**src/rtl/exec_sequencer_pkg.sv**
```systemverilog
// Shared definitions for the RV32I execute sequencer and its ALU:
// opcode classes, funct3 codes, FSM state encoding and decode helpers.
package exec_sequencer_pkg;

    localparam int XLEN = 32;

    // instr[6:2] opcode classes
    localparam logic [4:0] OPC_LOAD   = 5'b00000;
    localparam logic [4:0] OPC_STORE  = 5'b01000;
    localparam logic [4:0] OPC_OP_IMM = 5'b00100;
    localparam logic [4:0] OPC_OP     = 5'b01100;
    localparam logic [4:0] OPC_LUI    = 5'b01101;
    localparam logic [4:0] OPC_AUIPC  = 5'b00101;
    localparam logic [4:0] OPC_JAL    = 5'b11011;
    localparam logic [4:0] OPC_JALR   = 5'b11001;
    localparam logic [4:0] OPC_BRANCH = 5'b11000;

    // ALU funct3 codes
    localparam logic [2:0] F3_ADD  = 3'b000;
    localparam logic [2:0] F3_SLL  = 3'b001;
    localparam logic [2:0] F3_SLT  = 3'b010;
    localparam logic [2:0] F3_SLTU = 3'b011;
    localparam logic [2:0] F3_XOR  = 3'b100;
    localparam logic [2:0] F3_SR   = 3'b101;
    localparam logic [2:0] F3_OR   = 3'b110;
    localparam logic [2:0] F3_AND  = 3'b111;

    // branch funct3 codes
    localparam logic [2:0] F3_BEQ  = 3'b000;
    localparam logic [2:0] F3_BNE  = 3'b001;
    localparam logic [2:0] F3_BLT  = 3'b100;
    localparam logic [2:0] F3_BGE  = 3'b101;
    localparam logic [2:0] F3_BLTU = 3'b110;
    localparam logic [2:0] F3_BGEU = 3'b111;

    typedef enum logic [2:0] {
        ST_IDLE,
        ST_EXEC,
        ST_CMP,
        ST_TGT,
        ST_DONE
    } state_t;

    function automatic logic opc_known(input logic [4:0] opc);
        return (opc == OPC_LOAD)   || (opc == OPC_STORE)
            || (opc == OPC_OP_IMM) || (opc == OPC_OP)
            || (opc == OPC_LUI)    || (opc == OPC_AUIPC)
            || (opc == OPC_JAL)    || (opc == OPC_JALR)
            || (opc == OPC_BRANCH);
    endfunction

    // Branches with funct3 010/011 have no defined comparison.
    function automatic logic instr_legal(
        input logic [4:0] opc,
        input logic [2:0] f3
    );
        if (!opc_known(opc))
            return 1'b0;
        if (opc == OPC_BRANCH && f3[2:1] == 2'b01)
            return 1'b0;
        return 1'b1;
    endfunction

    function automatic logic opc_writes_rd(input logic [4:0] opc);
        return (opc == OPC_LUI)  || (opc == OPC_AUIPC)
            || (opc == OPC_JAL)  || (opc == OPC_JALR)
            || (opc == OPC_OP)   || (opc == OPC_OP_IMM)
            || (opc == OPC_LOAD);
    endfunction

    // ALU operation used by the compare pass of a branch.
    function automatic logic [2:0] cmp_f3(input logic [2:0] f3);
        unique case (f3[2:1])
            2'b00:   return F3_XOR;
            2'b10:   return F3_SLT;
            2'b11:   return F3_SLTU;
            default: return F3_XOR;
        endcase
    endfunction

endpackage

```
**src/rtl/exec_sequencer_alu.sv**
```systemverilog
// Shared RV32I ALU: arithmetic/logic for OP and OP-IMM, pass-through for
// LUI, and plain addition for every other opcode class.
// Ports: opcode1/2/3 select the operation, op1/op2 operands, result out.
// Shifts use the full op2 value; callers narrow the shift amount.
module exec_sequencer_alu
    import exec_sequencer_pkg::*;
(
    input  logic [4:0]  opcode1,
    input  logic [2:0]  opcode2,
    input  logic        opcode3,
    input  logic [31:0] op1,
    input  logic [31:0] op2,
    output logic [31:0] result
);

    logic is_arith;
    logic do_sub;

    assign is_arith = (opcode1 == OPC_OP) || (opcode1 == OPC_OP_IMM);
    // instr[30] in the immediate form is an immediate bit, not SUB
    assign do_sub   = (opcode1 == OPC_OP) && opcode3;

    always_comb begin
        result = '0;
        if (opcode1 == OPC_LUI) begin
            result = op1;
        end else if (is_arith) begin
            case (opcode2)
                F3_ADD:  result = do_sub ? op1 - op2 : op1 + op2;
                F3_SLL:  result = op1 << op2;
                F3_SLT:  result = {31'd0, $signed(op1) < $signed(op2)};
                F3_SLTU: result = {31'd0, op1 < op2};
                F3_XOR:  result = op1 ^ op2;
                F3_SR:   result = opcode3 ? 32'($signed(op1) >>> op2)
                                          : op1 >> op2;
                F3_OR:   result = op1 | op2;
                F3_AND:  result = op1 & op2;
                default: result = '0;
            endcase
        end else begin
            result = op1 + op2;
        end
    end

endmodule

```
**src/rtl/exec_sequencer.sv**
```systemverilog
// Multi-cycle RV32I execute-stage sequencer around the shared ALU.
// Ports: in_valid/in_ready take instr, pc, rs1_val, rs2_val, imm;
// out_valid/out_ready return rd_we, rd_addr, rd_value, mem_addr, is_load,
// is_store, next_pc, branch_taken and illegal.
module exec_sequencer
    import exec_sequencer_pkg::*;
#(
    parameter int          XLEN     = 32,
    parameter logic [31:0] RESET_PC = 32'h0
) (
    input  logic            clk,
    input  logic            rst_n,
    input  logic            in_valid,
    output logic            in_ready,
    input  logic [31:0]     instr,
    input  logic [XLEN-1:0] pc,
    input  logic [XLEN-1:0] rs1_val,
    input  logic [XLEN-1:0] rs2_val,
    input  logic [XLEN-1:0] imm,
    output logic            out_valid,
    input  logic            out_ready,
    output logic            rd_we,
    output logic [4:0]      rd_addr,
    output logic [XLEN-1:0] rd_value,
    output logic [XLEN-1:0] mem_addr,
    output logic            is_load,
    output logic            is_store,
    output logic [XLEN-1:0] next_pc,
    output logic            branch_taken,
    output logic            illegal
);

    state_t state;
    state_t state_nxt;

    // in_ready stays low until the first clock after reset release
    logic started;

    logic [4:0]  opc_q;
    logic [2:0]  f3_q;
    logic [4:0]  rd_q;
    logic        b30_q;
    logic [31:0] pc_q;
    logic [31:0] rs1_q;
    logic [31:0] rs2_q;
    logic [31:0] imm_q;
    logic        taken_q;

    logic [4:0]  opc_in;
    logic [2:0]  f3_in;
    logic        legal_in;
    logic        accept;

    logic [4:0]  alu_opc1;
    logic [2:0]  alu_opc2;
    logic        alu_opc3;
    logic [31:0] alu_op1;
    logic [31:0] alu_op2;
    logic [31:0] alu_res;

    logic [31:0] inc_base;
    logic [31:0] pc_plus4;
    logic        taken_c;
    logic        is_shift;
    logic        unused_bits;

    assign opc_in   = instr[6:2];
    assign f3_in    = instr[14:12];
    assign legal_in = instr_legal(opc_in, f3_in);
    assign unused_bits = ^{instr[31], instr[29:15], instr[1:0]};

    assign in_ready  = (state == ST_IDLE) && started;
    assign out_valid = (state == ST_DONE);
    assign accept    = in_valid && in_ready;

    // One incrementer: the incoming pc feeds it only for an illegal
    // op, which is resolved on the handshake cycle itself.
    assign inc_base = (state == ST_IDLE) ? pc : pc_q;
    assign pc_plus4 = inc_base + 32'd4;

    assign is_shift = ((opc_q == OPC_OP) || (opc_q == OPC_OP_IMM))
                   && ((f3_q == F3_SLL) || (f3_q == F3_SR));

    always_comb begin
        taken_c = 1'b0;
        unique case (f3_q)
            F3_BEQ:  taken_c = (alu_res == 32'd0);
            F3_BNE:  taken_c = (alu_res != 32'd0);
            F3_BLT,
            F3_BLTU: taken_c = alu_res[0];
            F3_BGE,
            F3_BGEU: taken_c = !alu_res[0];
            default: taken_c = 1'b0;
        endcase
    end

    always_comb begin
        state_nxt = state;
        alu_opc1  = '0;
        alu_opc2  = '0;
        alu_opc3  = 1'b0;
        alu_op1   = '0;
        alu_op2   = '0;
        unique case (state)
            ST_IDLE: begin
                if (accept) begin
                    if (!legal_in)
                        state_nxt = ST_DONE;
                    else if (opc_in == OPC_BRANCH)
                        state_nxt = ST_CMP;
                    else
                        state_nxt = ST_EXEC;
                end
            end
            ST_EXEC: begin
                alu_opc1 = opc_q;
                alu_opc2 = f3_q;
                alu_opc3 = b30_q;
                alu_op1  = rs1_q;
                alu_op2  = imm_q;
                unique case (opc_q)
                    OPC_LUI: begin
                        alu_op1 = imm_q;
                        alu_op2 = '0;
                    end
                    OPC_AUIPC,
                    OPC_JAL: alu_op1 = pc_q;
                    OPC_OP:  alu_op2 = rs2_q;
                    default: ;
                endcase
                if (is_shift)
                    alu_op2 = {27'd0, alu_op2[4:0]};
                state_nxt = ST_DONE;
            end
            ST_CMP: begin
                alu_opc1  = OPC_OP;
                alu_opc2  = cmp_f3(f3_q);
                alu_op1   = rs1_q;
                alu_op2   = rs2_q;
                state_nxt = ST_TGT;
            end
            ST_TGT: begin
                alu_opc1  = OPC_BRANCH;
                alu_opc2  = f3_q;
                alu_op1   = pc_q;
                alu_op2   = imm_q;
                state_nxt = ST_DONE;
            end
            ST_DONE: begin
                if (out_ready)
                    state_nxt = ST_IDLE;
            end
            default: state_nxt = ST_IDLE;
        endcase
    end

    exec_sequencer_alu u_alu (
        .opcode1 (alu_opc1),
        .opcode2 (alu_opc2),
        .opcode3 (alu_opc3),
        .op1     (alu_op1),
        .op2     (alu_op2),
        .result  (alu_res)
    );

    always_ff @(posedge clk or negedge rst_n) begin
        if (!rst_n) begin
            state        <= ST_IDLE;
            started      <= 1'b0;
            opc_q        <= '0;
            f3_q         <= '0;
            rd_q         <= '0;
            b30_q        <= 1'b0;
            pc_q         <= '0;
            rs1_q        <= '0;
            rs2_q        <= '0;
            imm_q        <= '0;
            taken_q      <= 1'b0;
            rd_we        <= 1'b0;
            rd_addr      <= '0;
            rd_value     <= '0;
            mem_addr     <= '0;
            is_load      <= 1'b0;
            is_store     <= 1'b0;
            next_pc      <= RESET_PC;
            branch_taken <= 1'b0;
            illegal      <= 1'b0;
        end else begin
            state   <= state_nxt;
            started <= 1'b1;
            if (accept) begin
                opc_q <= opc_in;
                f3_q  <= f3_in;
                rd_q  <= instr[11:7];
                b30_q <= instr[30];
                pc_q  <= pc;
                rs1_q <= rs1_val;
                rs2_q <= rs2_val;
                imm_q <= imm;
                if (!legal_in) begin
                    rd_we        <= 1'b0;
                    rd_addr      <= instr[11:7];
                    rd_value     <= '0;
                    mem_addr     <= '0;
                    is_load      <= 1'b0;
                    is_store     <= 1'b0;
                    next_pc      <= pc_plus4;
                    branch_taken <= 1'b0;
                    illegal      <= 1'b1;
                end
            end
            if (state == ST_EXEC) begin
                rd_we        <= opc_writes_rd(opc_q) && (rd_q != 5'd0);
                rd_addr      <= rd_q;
                is_load      <= (opc_q == OPC_LOAD);
                is_store     <= (opc_q == OPC_STORE);
                branch_taken <= 1'b0;
                illegal      <= 1'b0;
                if (opc_q == OPC_JAL || opc_q == OPC_JALR)
                    rd_value <= pc_plus4;
                else
                    rd_value <= alu_res;
                if (opc_q == OPC_LOAD || opc_q == OPC_STORE)
                    mem_addr <= alu_res;
                else
                    mem_addr <= '0;
                if (opc_q == OPC_JAL)
                    next_pc <= alu_res;
                else if (opc_q == OPC_JALR)
                    next_pc <= {alu_res[31:1], 1'b0};
                else
                    next_pc <= pc_plus4;
            end
            if (state == ST_CMP)
                taken_q <= taken_c;
            if (state == ST_TGT) begin
                rd_we        <= 1'b0;
                rd_addr      <= rd_q;
                rd_value     <= '0;
                mem_addr     <= '0;
                is_load      <= 1'b0;
                is_store     <= 1'b0;
                branch_taken <= taken_q;
                illegal      <= 1'b0;
                next_pc      <= taken_q ? alu_res : pc_plus4;
            end
        end
    end

endmodule

```
**config.mk**
```make
export PLATFORM = sky130hd
export DESIGN_NAME = exec_sequencer
export DESIGN_NICKNAME = d
export VERILOG_FILES = /design/src/rtl/exec_sequencer_pkg.sv /design/src/rtl/exec_sequencer_alu.sv /design/src/rtl/exec_sequencer.sv
export SDC_FILE = /design/constraint.sdc
export NUM_CORES = 1
export LEC_CHECK = 0
export ABC_AREA = 1
export ABC_CLOCK_PERIOD_IN_PS = 6100
export CAP_MARGIN = 20
export CELL_PAD_IN_SITES_DETAIL_PLACEMENT = 0
export CELL_PAD_IN_SITES_GLOBAL_PLACEMENT = 2
export CORE_MARGIN = 3
export CORE_UTILIZATION = 31
export CTS_CLUSTER_DIAMETER = 60
export DETAILED_ROUTE_END_ITERATION = 12
export PLACE_DENSITY = 0.85
export SYNTH_ARGS = -nofsm -noshare
export SYNTH_HDL_FRONTEND = slang
export SYNTH_SLANG_ARGS = --single-unit
```
**constraint.sdc**
```tcl
create_clock -name clk -period 6.1 [get_ports clk]
set_clock_uncertainty 0.2 [all_clocks]
set_input_delay 0.61 -clock clk [delete_from_list [all_inputs] [get_ports clk]]
set_output_delay 0.61 -clock clk [all_outputs]
set_load 0.02 [all_outputs]
```
Word-level counts from Yosys, hierarchy flattened:

Cells that the tools add are included.

* bitwise gates (word level): 3
* eq/ne operators: 40
* $lt $le $gt $ge: 2
* shift-type cells: 3
* muxes and demuxes: 60
* reductions and logical operators: 41
* add/subtract/negate cells: 3

Operator list (count)
* $mux W32: 21
* $pmux W32 S8: 1
* $pmux W32 S3: 2
* $pmux W32 S2: 2
* $lt A32 B32 Y1: 2
* $eq A5 B4 Y1 const B: 8
* $add A32 B3 Y32 const B: 1
* $add A32 B32 Y32: 1
* $and A32 B32 Y32: 1
* $logic_not A32 Y1: 1
* $or A32 B32 Y32: 1
* $reduce_bool A32 Y1: 1
* $shl A32 B32 Y32: 1
* $shr A32 B32 Y32: 1
* $sshr A32 B32 Y32: 1
* $sub A32 B32 Y32: 1
* $xor A32 B32 Y32: 1
* $eq A3 B3 Y1 const B: 9
* $eq A5 B3 Y1 const B: 5
* $eq A5 B5 Y1 const B: 5
* $mux W1: 21
* $mux W5: 4
* $logic_or A1 B1 Y1: 19
* $pmux W5 S3: 1
* 20 further kinds: 41

* bits of input ports: 164
* output and inout bits: 108
* bits in registers: 253
* word-level logic and storage cells: 172

Longest topological paths before layout:

* word-level depth: 17
* mapped depth: 45
* depth with buffers taken out: 41

By module:

From an unflattened synthesis, not the netlist that was laid out.

* cell total of the unflattened synthesis: 3983
* area, all modules: 24254.5 µm²

Modules (own cells, without submodules)
* exec_sequencer: instances 1, area an instance 13505.5 µm², seq. area each 6331.1 µm², cells an instance 1828
* exec_sequencer_alu: instances 1, area an instance 10749.1 µm², seq. area each 0.0 µm², cells an instance 2155

Worst setup path after synthesis:

No wires, ideal clock.

* path kind: reg-to-reg
* start: register state[2]
* end: register taken_q
* clock period less this slack: 5.234 ns
* buffers on the path: 5
* slack: 0.866 ns
* arrival: 4.917 ns
* required time: 5.783 ns
* stages on the path, launching flop included: 44
* setup time: 0.117 ns
* cells stage by stage: dfrtp_1 inv_1 nand2_2 buf_6 nor2_4 buf_2 a21oi_1 inv_2 nand2_2 inv_2 nand2_4 o22ai_2 inv_1 clkbuf_1 buf_1 ha_1 clkbuf_1 inv_1 (+8 left out) nand2_1 a21boi_0 o21ai_0 xor2_1 nand2_1 nand2_1 a21oi_1 nand3_1 nand2_1 nand2_1 inv_1 nand3_1 nor2_1 nand2_1 nand2_1 nand3_1 nand2_1 nand2_1

* cells in the longest elaborated chain, start to end: 10
* elaborated cells on any way between the ends: 41
* those cells by class: 2 x add/sub; 2 x order compare; 13 x eq/ne; 3 x shift; 11 x mux; 3 x bitwise; 7 x reduce/logical

Ends and longest elaborated chain
* start: declaration: line exec_sequencer.sv:33 `state_t state;`
* start signal: assignment: line exec_sequencer.sv:189 `state <= state_nxt;`
* branches (longest 10 deep; another with $add A32 B32 Y32)
* end signal: assignment: line exec_sequencer.sv:235 `taken_q <= taken_c;`
* end: declaration: line exec_sequencer.sv:47 `logic taken_q;`

Parallel ways; which one is timed is not known.
A chain may end at the register's enable or synchronous reset.

Worst setup path after layout:

* start: register opc_q[2]
* end: register taken_q

* cells in the longest elaborated chain, start to end: 12
* elaborated cells on any way between the ends: 38
* those cells by class: 2 x add/sub; 2 x order compare; 8 x eq/ne; 3 x shift; 12 x mux; 3 x bitwise; 8 x reduce/logical

Ends and longest elaborated chain
* start: declaration: line exec_sequencer.sv:39 `logic [4:0] opc_q;`
* start signal: assignment: line exec_sequencer.sv:192 `opc_q <= opc_in;`
* branches (longest 9 deep; another with $add A32 B32 Y32)
* $mux W32 (*): line exec_sequencer_alu.sv:25 `if (opcode1 == OPC_LUI) begin`
* $reduce_bool A32 Y1 (tied with other cells): line exec_sequencer.sv:88 `F3_BNE: taken_c = (alu_res != 32'd0);`
* $pmux W1 S4 (*): line exec_sequencer.sv:86 `unique case (f3_q)`

Every way passes the cells marked *.

==> results <==
## worst max-delay path: cells and delay by family (launching register included)
family	cells	cell delay, ns
flops	1	0.44
simple gates	22	1.93
fa+ha+maj	1	0.26
compound gates	7	1.55
xor+xnor	1	0.18
buf+inv	7	1.04
## where the power goes
part / total [mW] / switching [mW] / internal (mW)
combinational: 8.52 / 5.72 / 2.79
sequential: 2.94 / 0.560 / 2.38
clock: 1.97 / 0.782 / 1.19
total: 13.4 / 7.06 / 6.36
## worst paths after layout
check	startpoint	to	slack, ns	depth (start not counted)
worst max-delay path	opc_q[2]$_DFFE_PN0P_	taken_q$_DFFE_PN0N_	0.41	38
worst min-delay path	state[2]$_DFFE_PN0P_	state[0]$_DFFE_PN0P_	0.24	1
worst max register to register	opc_q[2]$_DFFE_PN0P_	taken_q$_DFFE_PN0N_	0.41	38
worst min register to register	state[2]$_DFFE_PN0P_	state[0]$_DFFE_PN0P_	0.24	1
max in group asynchronous	rst_n	imm_q[12]$_DFFE_PN0P_	3.95	3
min in group asynchronous	rst_n	mem_addr[5]$_DFFE_PN0P_	0.43	2
## registers in the layout, summed over array words and instances (netlist names), 32 cells and up
name and count:
rd_value 32, rs1_q 32, pc_q 32, rs2_q 32
next_pc 32, imm_q 32, mem_addr 32
## stage by stage
step                      power (mW)  instance area (um2)  worst slack (ns)  hold WS [ns]  cells
after floorplan                 7.87                24200             0.866         0.114   3999
after global placement          11.3                28800             0.433         0.225   5267
after detailed placement        11.3                28800             0.319         0.237   5267
after CTS                       13.3                29800             0.304         0.231   5322
after global routing            14.4                29900           0.00357         0.299   5323
final                           13.4                29900             0.407         0.239   5326
## cells in the final DEF, fill, tap and decap left out, types with 14 or more instances in the layout
| master | synthesis | final |
|---|---|---|
| sky130_fd_sc_hd__a21o_1 | 16 | 16 |
| sky130_fd_sc_hd__a21oi_1 | 249 | 246 |
| sky130_fd_sc_hd__a21oi_2 | 11 | 14 |
| sky130_fd_sc_hd__a22oi_1 | 25 | 25 |
| sky130_fd_sc_hd__a31oi_1 | 32 | 32 |
| sky130_fd_sc_hd__buf_4 | 17 | 209 |
| sky130_fd_sc_hd__clkbuf_16 | 0 | 29 |
| sky130_fd_sc_hd__clkdlybuf4s50_1 | 0 | 252 |
| sky130_fd_sc_hd__dfrtp_1 | 253 | 252 |
| sky130_fd_sc_hd__ha_1 | 97 | 97 |
| sky130_fd_sc_hd__inv_1 | 318 | 316 |
| sky130_fd_sc_hd__inv_2 | 16 | 18 |
| sky130_fd_sc_hd__nand2_1 | 1558 | 1554 |
| sky130_fd_sc_hd__nand2_2 | 18 | 21 |
| sky130_fd_sc_hd__nand3_1 | 314 | 314 |
| sky130_fd_sc_hd__nand4_1 | 46 | 46 |
| sky130_fd_sc_hd__nor2_1 | 208 | 205 |
| sky130_fd_sc_hd__nor3_1 | 28 | 25 |
| sky130_fd_sc_hd__o211ai_1 | 32 | 32 |
| sky130_fd_sc_hd__o21ai_0 | 286 | 284 |
| sky130_fd_sc_hd__o21ai_1 | 26 | 28 |
| sky130_fd_sc_hd__o221ai_1 | 45 | 45 |
| sky130_fd_sc_hd__o22ai_1 | 22 | 21 |
| sky130_fd_sc_hd__xor2_1 | 45 | 45 |
## timing repair
item	4_1_cts	5_1_grt
endpoints found under the setup margin	0	2
resized for setup	0	14
buffers inserted	0	1
endpoints found under the hold margin	94	0
hold buffers	1	0
## kinds of logic after synthesis
| kind of cell | Yosys count |
|---|---|
| flip-flops | 253 |
| adder cells (fa/ha/maj) | 99 |
| AO/OA/AOI/OAI | 798 |
| AND/OR/NAND/NOR | 2223 |
| other | 1 |
| XOR/XNOR | 53 |
| buffers and inverters | 572 |
## per-layer routing
| layer | track usage (%) | vias to the layer above |
|---|---|---|
| met5 | 0 | - |
| met2 | 45.0 | 1149 |
| met4 | 11.8 | 2 |
| met1 | 39.7 | 13400 |
| li1 | - | 13700 |
| met3 | 4.15 | 210 |
## layout make-up
type	instances	area share [%]
antenna	3	0.0251
clock buffer	37	2.66
clock inverter	17	0.913
inverter	342	4.31
multi-input combinational	3174	52.3
sequential	253	21.2
tap	1030	4.31
timing repair buffer	470	14.2
==> flow_summary.ini <==
[floorplan]
std_cell_rows = 101
initial_utilization_pct = 31.6
die_w_um = 285
die-area_um2 = 81400
chipHeight_um = 285
core_region_area_um2 = 76600
floorplan.io_pins = 272

[power]
vdd_ir_drop_max_mv = 0.301
total_leakage_power_nw = 14.6
pwr_density_cell_nw_per_um2 = 449

[sta]
rsz0062_at_grt = no
drv_slew = 0
max_clock_freq_mhz = 176
part_of_the_cycle_the_worst_path_needs_pct = 93.3
timing.final.hold_violations = 0
slew-limit-headroom_pct = 29.3
final.setup.tns_ns = 0
tightest_slew_ns = 1.06
report.final.setup_viol = 0
fin_crit_ns = 5.69

[yosys]
synth_adder_area_share_pct = 5.19
syn-mean-instance-area_um2 = 6.05
synth_top_family_by_area = simple AND/OR/NAND/NOR gates
synth_compound_gate_area_share_pct = 19.2
synth-xor-area-share_pct = 1.92
synth_edf_count = 0
syn-cell-area_um2 = 24200
synth.mux.area_fraction_pct = 0
yosys_most_used_dff = sky130_fd_sc_hd__dfrtp_1
postSynth.asyncResetShare_pct = 100
post-synth-top-count-cell = sky130_fd_sc_hd__nand2_1
synth_cell_type_count = 62
netlist_instances = 3999
seq_area_frac_synth_pct = 26.2
yosys_register_bits = 253
synth.area.top_cells = sky130_fd_sc_hd__dfrtp_1, sky130_fd_sc_hd__nand2_1, sky130_fd_sc_hd__nand3_1
synthesis.yosys.warnings = 0
post_synth_most_frequent_cells = sky130_fd_sc_hd__nand2_1, sky130_fd_sc_hd__inv_1, sky130_fd_sc_hd__nand3_1, sky130_fd_sc_hd__o21ai_0, sky130_fd_sc_hd__dfrtp_1
syn_nets = 4262
synth_top_cell_by_area = sky130_fd_sc_hd__dfrtp_1
synthSimpleGateAreaFrac_pct = 37.9
synth_top_area_share_pct = 26.2

[place]
finalWeightedCongestion = 0.993
detailed_place_hpwl_mm = 95.0
buffer_ports.inserted = 253

[layout]
area_used_by_multi_input_combinational_logic_um2 = 15600
drive_gt1_share_pct = 8.67
final_util_pct = 39.0
seq_area_um2 = 6330
area.growth.synth_to_final_pct = 23.6
fill_cells = 8533
final_net_count = 4533

[cts]
clock_latency_ns = 0.58
path_clk_slew_ns = 0.06
numClockSinks = 253
tritoncts.num_buffers = 29
clock_tree_from_tritoncts = yes
cts_max_level = 1
cts_root_buffer = sky130_fd_sc_hd__clkbuf_16
cts_max_path_bufs = 3

[flow_run]
cap_viol_max_count = 0

[critical_path]
timing.setup.critical_path_class = flip-flop to flip-flop
worst_path_max_delay_cell = sky130_fd_sc_hd__a21oi_1
crit_required_ns = 6.37
crit_arrival_ns = 5.96
critical_path_peak_fanout = 20
critical_path.startpoint_type = flip-flop
cp_common_cell = sky130_fd_sc_hd__nand2_1
timing.critical_path.to_type = flip-flop
slowest_delay_ns = 0.47

[drt]
viasPerCell = 5.34
met1_length_mm = 52.6
drt_first_iter_violations = 2916
firstDrtPassIters = 6
wl_met3_mm = 9.26
wl_mm = 121
vias = 28500
wl_met2_mm = 53.7
routed_wire_length_per_instance_um = 22.8
remaining_drc_errors = 0
routed.top_layer = met5
route.antenna.remaining_nets = 0

[global_route]
number_of_antenna_violations_at_the_first_check_in_global_routing = 5
grt_pass1_wl_mm = 179
globalRouteTotalUtil_pct = 28.8
largest_net_degree_at_the_start_of_global_routing = 138
first_global_vias = 27000
globalRouteOverflowTotal = 0

[min_path]
hold_path.class = flip-flop to flip-flop

[outcome]
status = completed
(Power assumes the default switching activity.)
